--- src/rtl/alu_pkg.sv ---
// Shared constants for the execute-stage ALU: operation codes, FSM encoding,
// shift direction and small decode helpers.
package alu_pkg;

  localparam int unsigned CTRL_W = 3;

  localparam logic [CTRL_W-1:0] ALU_ADD = 3'b000;
  localparam logic [CTRL_W-1:0] ALU_SUB = 3'b001;
  localparam logic [CTRL_W-1:0] ALU_OR  = 3'b010;
  localparam logic [CTRL_W-1:0] ALU_AND = 3'b011;
  localparam logic [CTRL_W-1:0] ALU_XOR = 3'b100;
  localparam logic [CTRL_W-1:0] ALU_SLT = 3'b101;
  localparam logic [CTRL_W-1:0] ALU_SLL = 3'b110;
  localparam logic [CTRL_W-1:0] ALU_SRL = 3'b111;

  localparam logic SHIFT_LEFT  = 1'b0;
  localparam logic SHIFT_RIGHT = 1'b1;

  typedef enum logic [1:0] {
    ST_IDLE  = 2'b00,
    ST_SHIFT = 2'b01,
    ST_HOLD  = 2'b10
  } alu_state_e;

  // Shifts are the only multi-cycle operations.
  function automatic logic is_shift(input logic [CTRL_W-1:0] ctrl);
    return (ctrl == ALU_SLL) || (ctrl == ALU_SRL);
  endfunction

  function automatic logic shift_dir(input logic [CTRL_W-1:0] ctrl);
    return (ctrl == ALU_SRL) ? SHIFT_RIGHT : SHIFT_LEFT;
  endfunction

endpackage

--- src/rtl/alu_serial_shifter.sv ---
// One-bit-per-cycle shifter: loads on start, shifts while the counter is
// non-zero, and flags done_c in the cycle whose shift is the final one.
module alu_serial_shifter
  import alu_pkg::*;
#(
  parameter int unsigned WIDTH = 32
) (
  input  logic                       clk,
  input  logic                       rst_n,
  input  logic                       start,
  input  logic                       dir,
  input  logic [WIDTH-1:0]           data,
  input  logic [$clog2(WIDTH)-1:0]   amount,
  output logic [WIDTH-1:0]           shifted_c,
  output logic                       done_c,
  output logic                       busy
);

  localparam int unsigned SHW = $clog2(WIDTH);

  logic [WIDTH-1:0] work;
  logic [SHW-1:0]   cnt;
  logic             dir_q;

  // Value after this cycle's single-bit shift; zero fill in both directions.
  always_comb begin
    shifted_c = work;
    if (dir_q == SHIFT_RIGHT) begin
      shifted_c = work >> 1;
    end else begin
      shifted_c = work << 1;
    end
  end

  assign done_c = (cnt == SHW'(1));
  assign busy   = (cnt != '0);

  always_ff @(posedge clk or negedge rst_n) begin
    if (!rst_n) begin
      work  <= '0;
      cnt   <= '0;
      dir_q <= SHIFT_LEFT;
    end else if (start) begin
      work  <= data;
      cnt   <= amount;
      dir_q <= dir;
    end else if (cnt != '0) begin
      work <= shifted_c;
      cnt  <= cnt - SHW'(1);
    end
  end

endmodule

--- src/rtl/alu_exec_unit.sv ---
// Execute-stage ALU with valid/ready handshakes: single-cycle arithmetic/logic
// ops and a serial shifter for sll/srl, results held until consumed.
module alu_exec_unit
  import alu_pkg::*;
#(
  parameter int unsigned WIDTH = 32
) (
  input  logic                clk,
  input  logic                rst_n,
  input  logic                in_valid,
  output logic                in_ready,
  input  logic [CTRL_W-1:0]   ALUControl,
  input  logic [WIDTH-1:0]    SrcA,
  input  logic [WIDTH-1:0]    SrcB,
  output logic                out_valid,
  input  logic                out_ready,
  output logic [WIDTH-1:0]    ALUResult,
  output logic                Zero
);

  localparam int unsigned SHW = $clog2(WIDTH);

  alu_state_e        state;
  alu_state_e        state_next;
  logic              out_valid_next;
  logic              load;
  logic [WIDTH-1:0]  load_val;
  logic              shift_start;
  logic              accept;
  logic [SHW-1:0]    shamt;
  logic [WIDTH-1:0]  alu_c;
  logic [WIDTH-1:0]  shifted_c;
  logic              shift_done_c;
  logic              shift_busy;

  // A drained HOLD can take a new op on the same edge.
  assign in_ready = rst_n && ((state == ST_IDLE) || ((state == ST_HOLD) && out_ready));
  assign accept   = in_valid && in_ready;
  assign shamt    = SrcB[SHW-1:0];

  // Single-cycle datapath; a zero-amount shift passes SrcA through.
  always_comb begin
    alu_c = SrcA;
    case (ALUControl)
      ALU_ADD: alu_c = SrcA + SrcB;
      ALU_SUB: alu_c = SrcA - SrcB;
      ALU_OR:  alu_c = SrcA | SrcB;
      ALU_AND: alu_c = SrcA & SrcB;
      ALU_XOR: alu_c = SrcA ^ SrcB;
      ALU_SLT: alu_c = WIDTH'($signed(SrcA) < $signed(SrcB));
      default: alu_c = SrcA;
    endcase
  end

  alu_serial_shifter #(.WIDTH(WIDTH)) u_shifter (
    .clk       (clk),
    .rst_n     (rst_n),
    .start     (shift_start),
    .dir       (shift_dir(ALUControl)),
    .data      (SrcA),
    .amount    (shamt),
    .shifted_c (shifted_c),
    .done_c    (shift_done_c),
    .busy      (shift_busy)
  );

  // Handshake FSM: next state, result load and shifter kick-off.
  always_comb begin
    state_next     = state;
    out_valid_next = out_valid;
    load           = 1'b0;
    load_val       = alu_c;
    shift_start    = 1'b0;
    case (state)
      ST_IDLE, ST_HOLD: begin
        if ((state == ST_HOLD) && out_ready) begin
          state_next     = ST_IDLE;
          out_valid_next = 1'b0;
        end
        if (accept) begin
          if (is_shift(ALUControl) && (shamt != '0)) begin
            shift_start    = 1'b1;
            state_next     = ST_SHIFT;
            out_valid_next = 1'b0;
          end else begin
            load           = 1'b1;
            load_val       = alu_c;
            state_next     = ST_HOLD;
            out_valid_next = 1'b1;
          end
        end
      end
      ST_SHIFT: begin
        if (shift_done_c) begin
          load           = 1'b1;
          load_val       = shifted_c;
          state_next     = ST_HOLD;
          out_valid_next = 1'b1;
        end else if (!shift_busy) begin
          state_next = ST_IDLE;
        end
      end
      default: begin
        state_next     = ST_IDLE;
        out_valid_next = 1'b0;
      end
    endcase
  end

  always_ff @(posedge clk or negedge rst_n) begin
    if (!rst_n) begin
      state     <= ST_IDLE;
      out_valid <= 1'b0;
      ALUResult <= '0;
      Zero      <= 1'b0;
    end else begin
      state     <= state_next;
      out_valid <= out_valid_next;
      if (load) begin
        ALUResult <= load_val;
        Zero      <= (load_val == '0);
      end
    end
  end

endmodule

--- config.mk ---
export PLATFORM = sky130hd
export DESIGN_NAME = alu_exec_unit
export DESIGN_NICKNAME = d
export VERILOG_FILES = /design/src/rtl/alu_pkg.sv /design/src/rtl/alu_serial_shifter.sv /design/src/rtl/alu_exec_unit.sv
export SDC_FILE = /design/constraint.sdc
export NUM_CORES = 1
export LEC_CHECK = 0
export ABC_AREA = 1
export CORE_MARGIN = 5
export CORE_UTILIZATION = 60
export CTS_CLUSTER_DIAMETER = 150
export CTS_CLUSTER_SIZE = 25
export DETAILED_ROUTE_END_ITERATION = 16
export PLACE_DENSITY_LB_ADDON = 0.08
export SLEW_MARGIN = 40
export SYNTH_ARGS = -nofsm -noshare
export SYNTH_HDL_FRONTEND = slang
export SYNTH_SLANG_ARGS = --single-unit
--- constraint.sdc ---
create_clock -name clk -period 2.5 [get_ports clk]
set_input_delay 0.5 -clock clk [delete_from_list [all_inputs] [get_ports clk]]
set_output_delay 0.5 -clock clk [all_outputs]
set_load 0.05 [all_outputs]
==> out/results.txt, run 1 <==
Vias in the first global route: 20400
Longest Clk Path Bufs: 2
Root buf cell: clkbuf_16
Synth unique cells: 48
Die X: 143 um
YS warnings: 0
Largest net degree at the start of global routing: 75
Most used DFF post-synth: dfrtp_1
Register area share after synthesis: 17.5%
Post-synth net total: 1977
Final HPWL DP: 35200 um
H-tree Lvls: 3
Gpl congestion: 1.17
TritonCTS Buffers: 9
First-pass GRT wire length: 119000 um
Post-synth EDFFs: 0
Vert. Die Dim: 143 um
Initial Utilization: 61.2%
Status: did not finish
Remaining Overflow, GRT: 54
Stop err: [ERROR GRT-0116] Global routing finished with congestion. Check the congestion regions in the DRC Viewer.
Cts hold-fix bufs: 0
Synth Instances: 1798
Async SR Flop Fraction: 100%
FP Rows: 48
Exit stage: global routing (5_1_grt)
IO buf count: 105
Avg Cell Area, Syn: 5.89 um^2
Yosys reg bits: 74
I/O pins: 106
GRT Resource Usage Total: 75.7%
Syn Std Cell Area: 10600 um^2
Clock Sinks: 74
==> stage by stage <==
step / cell area (um^2) / setup slack (ns) / cells / hold slack (ns)
detailed placement: 14200 / -1.02 / 2393 / 0.476
CTS: 16700 / -0.0412 / 2463 / 0.331
floorplan: 10600 / 0.0316 / 1798 / 0.204
global placement: 14200 / -0.988 / 2393 / 0.465
==> routing by layer <==
metal	GRT overflow	GRT usage, %
met3	0	63.0
met1	1	74.5
met4	25	74.2
met5	0	33.0
met2	28	91.7
==> what timing repair did <==
action | CTS
pin swaps | 186
resized for setup | 676
setup buffers | 54
endpoints found under the setup margin | 29
==> cells by family after synthesis <==
group,after synthesis,synth area share (%)
and+or+nand+nor,906,36.4
buffers and inverters,396,15.4
AOI/OAI and AO/OA,312,17.6
adders and majority gates,108,12.9
DFF,74,17.5
xor gates and xnor gates,2,0.166
==> cells in the mapped netlist (14+ instances only) <==
cell / n / area share, %
a21oi_1: 84 / 4.0
nand3_1: 160 / 7.6
a211oi_1: 15 / 1.1
nand2_1: 484 / 17
nor2_1: 171 / 6.1
nand4_1: 23 / 1.4
nor3_1: 20 / 0.95
a31oi_1: 14 / 0.83
dfrtp_1: 74 / 18
o21ai_0: 112 / 5.3
nand2_2: 25 / 1.5
clkbuf_1: 31 / 1.1
inv_1: 307 / 11
buf_4: 14 / 0.99
o221ai_1: 27 / 2.2
o22ai_1: 24 / 1.4
buf_2: 14 / 0.66
ha_1: 106 / 13
==> run 2: changes to the inputs <==
Settings changed: CORE_UTILIZATION 60 to 40, CTS_CLUSTER_DIAMETER 150 to unset, CTS_CLUSTER_SIZE 25 to unset, PLACE_DENSITY_LB_ADDON 0.08 to 0.15.
==> out/results.txt, run 2 <==
Status: finished, violations left
Failing checks: setup timing
Drt drc: 0
GRT Resource Usage Total: 31.6%
Yosys top cell by area: dfrtp_1
Synth Instances: 1798
Avg Cell Area, Syn: 5.89 um^2
Cts hold-fix bufs: 0
Fin Hold WS: 0.264 ns
Clock Power Share: 12.9%
Fmax: 378 MHz
Most used DFF post-synth: dfrtp_1
Diodes inserted: 0
IO buf count: 105
Slew Limit Fails: 0
Initial drt markers: 976
Async SR Flop Fraction: 100%
Post-synth top cells: nand2_1, inv_1, nor2_1
Post-synth EDFFs: 0
Layout cells sized above 1: 42.4%
Die X: 173 um
Yosys reg bits: 74
FP Rows: 59
Post-synth net total: 1977
Max-slew headroom: 52.3%
NumNets Final: 2495
H-tree Lvls: 3
Antenna violations before repair: 0
Logic pwr share: 66.2%
Synth unique cells: 48
Max_cap viols: 0
Leakage Power: 8.77 nW
Die Area: 29800 um^2
Crit Path Max Fanout: 3
WL final: 50000 um
Clock-pin slew on the worst setup and hold paths: 0.06 ns
Root buf cell: clkbuf_16
CP arrival: 2.92 ns
Longest Clk Path Bufs: 2
Worst-skew pair later-pin latency: 0.34 ns
Clock skew: 0.00756 ns
Flop pwr share: 20.9%
Crit. End Element: register
Vias per cell: 5.26
P_int: 5.25 mW
Placed cell area: 14900 um^2
Worst-Margin Slew: 0.716 ns
Biggest regs: ALUResult x32, u_shifter.work x32, u_shifter.cnt x5
Setup CP Type: in2reg
CTS tree: yes
Register area share after synthesis: 17.5%
Vias: 14000
TritonCTS Buffers: 9
I/O pins: 106
Final setup violation count: 5
Drt wl/cell: 18.8 um
Max IR drop VDD: 0.000897 V
P_sw: 4.84 mW
Initial Utilization: 40.6%
WP data required: 2.78 ns
Vias in the first global route: 13500
Most common library cell in the layout ignoring fill and taps: buf_4
Endpoints failing hold: 0
Vert. Die Dim: 173 um
Final HPWL DP: 39800 um
Finished Cell Area: 17300 um^2
Remaining Overflow, GRT: 0
Largest net degree at the start of global routing: 75
Drt first pass iters: 5
Most common cell in the netlist: nand2_1
Clock Sinks: 74
Area growth, synth to finish: 63.5%
Power per cell area: 583 nW/um^2
Top cells by area, synth: dfrtp_1, nand2_1, ha_1
Most frequent cells in the layout: buf_4, nand2_1, inv_1
CP Launch Type: primary input
CORE AREA: 26100 um^2
Final critical-path required period: 2.65 ns
Sw Ratio: 47.9%
Gpl congestion: 1.01
Worst hold path class: in2async
Period utilization: 106%
ANT nets after route: 0
Syn Std Cell Area: 10600 um^2
First-pass GRT wire length: 75400 um
Synth top area share: 17.5%
YS warnings: 0
RSZ-0062 raised after global routing: yes
Post-route setup slack: -0.148 ns
[run 2: cell counts after synthesis]
Identical to the previous run, type by type.
[run 2: kinds of logic (layout without fill, tap and decap cells)]
kind of cell,count (synthesis),after routing,synth area share [%]
compound gates,312,312,17.6
simple gates,906,906,36.4
flops,74,74,17.5
buf+inv,396,919,15.4
fa+ha+maj,108,108,12.9
xor+xnor,2,2,0.166
[run 2: layout make-up]
type	instances	area (um^2)
clock buffer	10	229
clock inverter	6	67.6
fill	2425	8750
inverter	321	1210
multi-input combinational	1328	8870
sequential	74	1850
tap	335	419
timing repair buffer	582	4660
[run 2: worst max-delay path, cell delays in order]
cell     delay, ns
buf_8         0.11
inv_4         0.06
ha_4          0.13
inv_4         0.03
buf_4         0.12
buf_4         0.12
buf_4         0.13
nand2_1       0.10
nand3_2       0.12
nand2_2       0.13
nand3_1       0.08
nand3_1       0.08
nand4_1       0.25
a21oi_2       0.30
nand3_1       0.12
nor2_2        0.17
nand4_1       0.16
nor2_1        0.12
nand2_1       0.05
nand2_1       0.05
[run 2: repair_timing]
action | in CTS | in global routing
setup buffers | 36 | 25
gates resized for setup | 481 | 215
setup endpoints to repair | 29 | 22
pin swaps | 123 | 102
[run 2: layer usage]
layer,GRT usage [%],wire length [um],part of all wire [%],vias up
met2,55.3,24500,49,488
met4,18.2,3390,6.8,0
met5,0,0,0,-
li1,-,-,-,6812
met3,3.54,2250,4.5,147
met1,37.4,19900,40,6532
[run 2: power groups by stage]
| stage | Combinational, mW | Sequential [mW] | Clock, mW |
|---|---|---|---|
| after floorplan | 2.60 | 2.98 | 0 |
| final | 6.68 | 2.11 | 1.30 |
| after detailed placement | 5.92 | 2.12 | 0 |
| after global routing | 7.20 | 2.18 | 1.38 |
| after CTS | 6.38 | 2.10 | 1.32 |
| after global placement | 5.87 | 2.10 | 0 |
[run 2: path summary, 6_finish.rpt]
check / from / end / slack, ns / cells past startpoint
min in group clk: out_valid$_DFFE_PN0P_ / out_valid$_DFFE_PN0P_ / 0.48 / 2
setup reg to reg: u_shifter.cnt[1]$_DFFE_PN0P_ / Zero$_DFFE_PN0P_ / 0.13 / 17
max in group asynchronous: rst_n / u_shifter.work[31]$_DFFE_PN0P_ / 1.70 / 2
hold / removal: rst_n / u_shifter.cnt[3]$_DFFE_PN0P_ / 0.26 / 2
hold reg to reg: out_valid$_DFFE_PN0P_ / out_valid$_DFFE_PN0P_ / 0.48 / 2
setup / recovery: SrcA[0] / Zero$_DFFE_PN0P_ / -0.15 / 20
[run 2: metrics by stage]
step | setup TNS (ns) | setup slack (ns) | util (%) | power, mW | cells
2_1_floorplan | 0 | 0.0316 | - | 5.58 | 1798
5_1_grt | -1.74 | -0.273 | 66.4 | 10.8 | 2656
4_1_cts | -0.264 | -0.141 | 63.8 | 9.81 | 2631
3_3_place_gp | -23.52 | -1.46 | 57.1 | 7.97 | 2580
6_report | -0.376 | -0.148 | 66.4 | 10.1 | 2656
3_5_place_dp | -24.37 | -1.38 | 57.1 | 8.04 | 2580
Note: power is estimated with default switching activity, not from simulation.
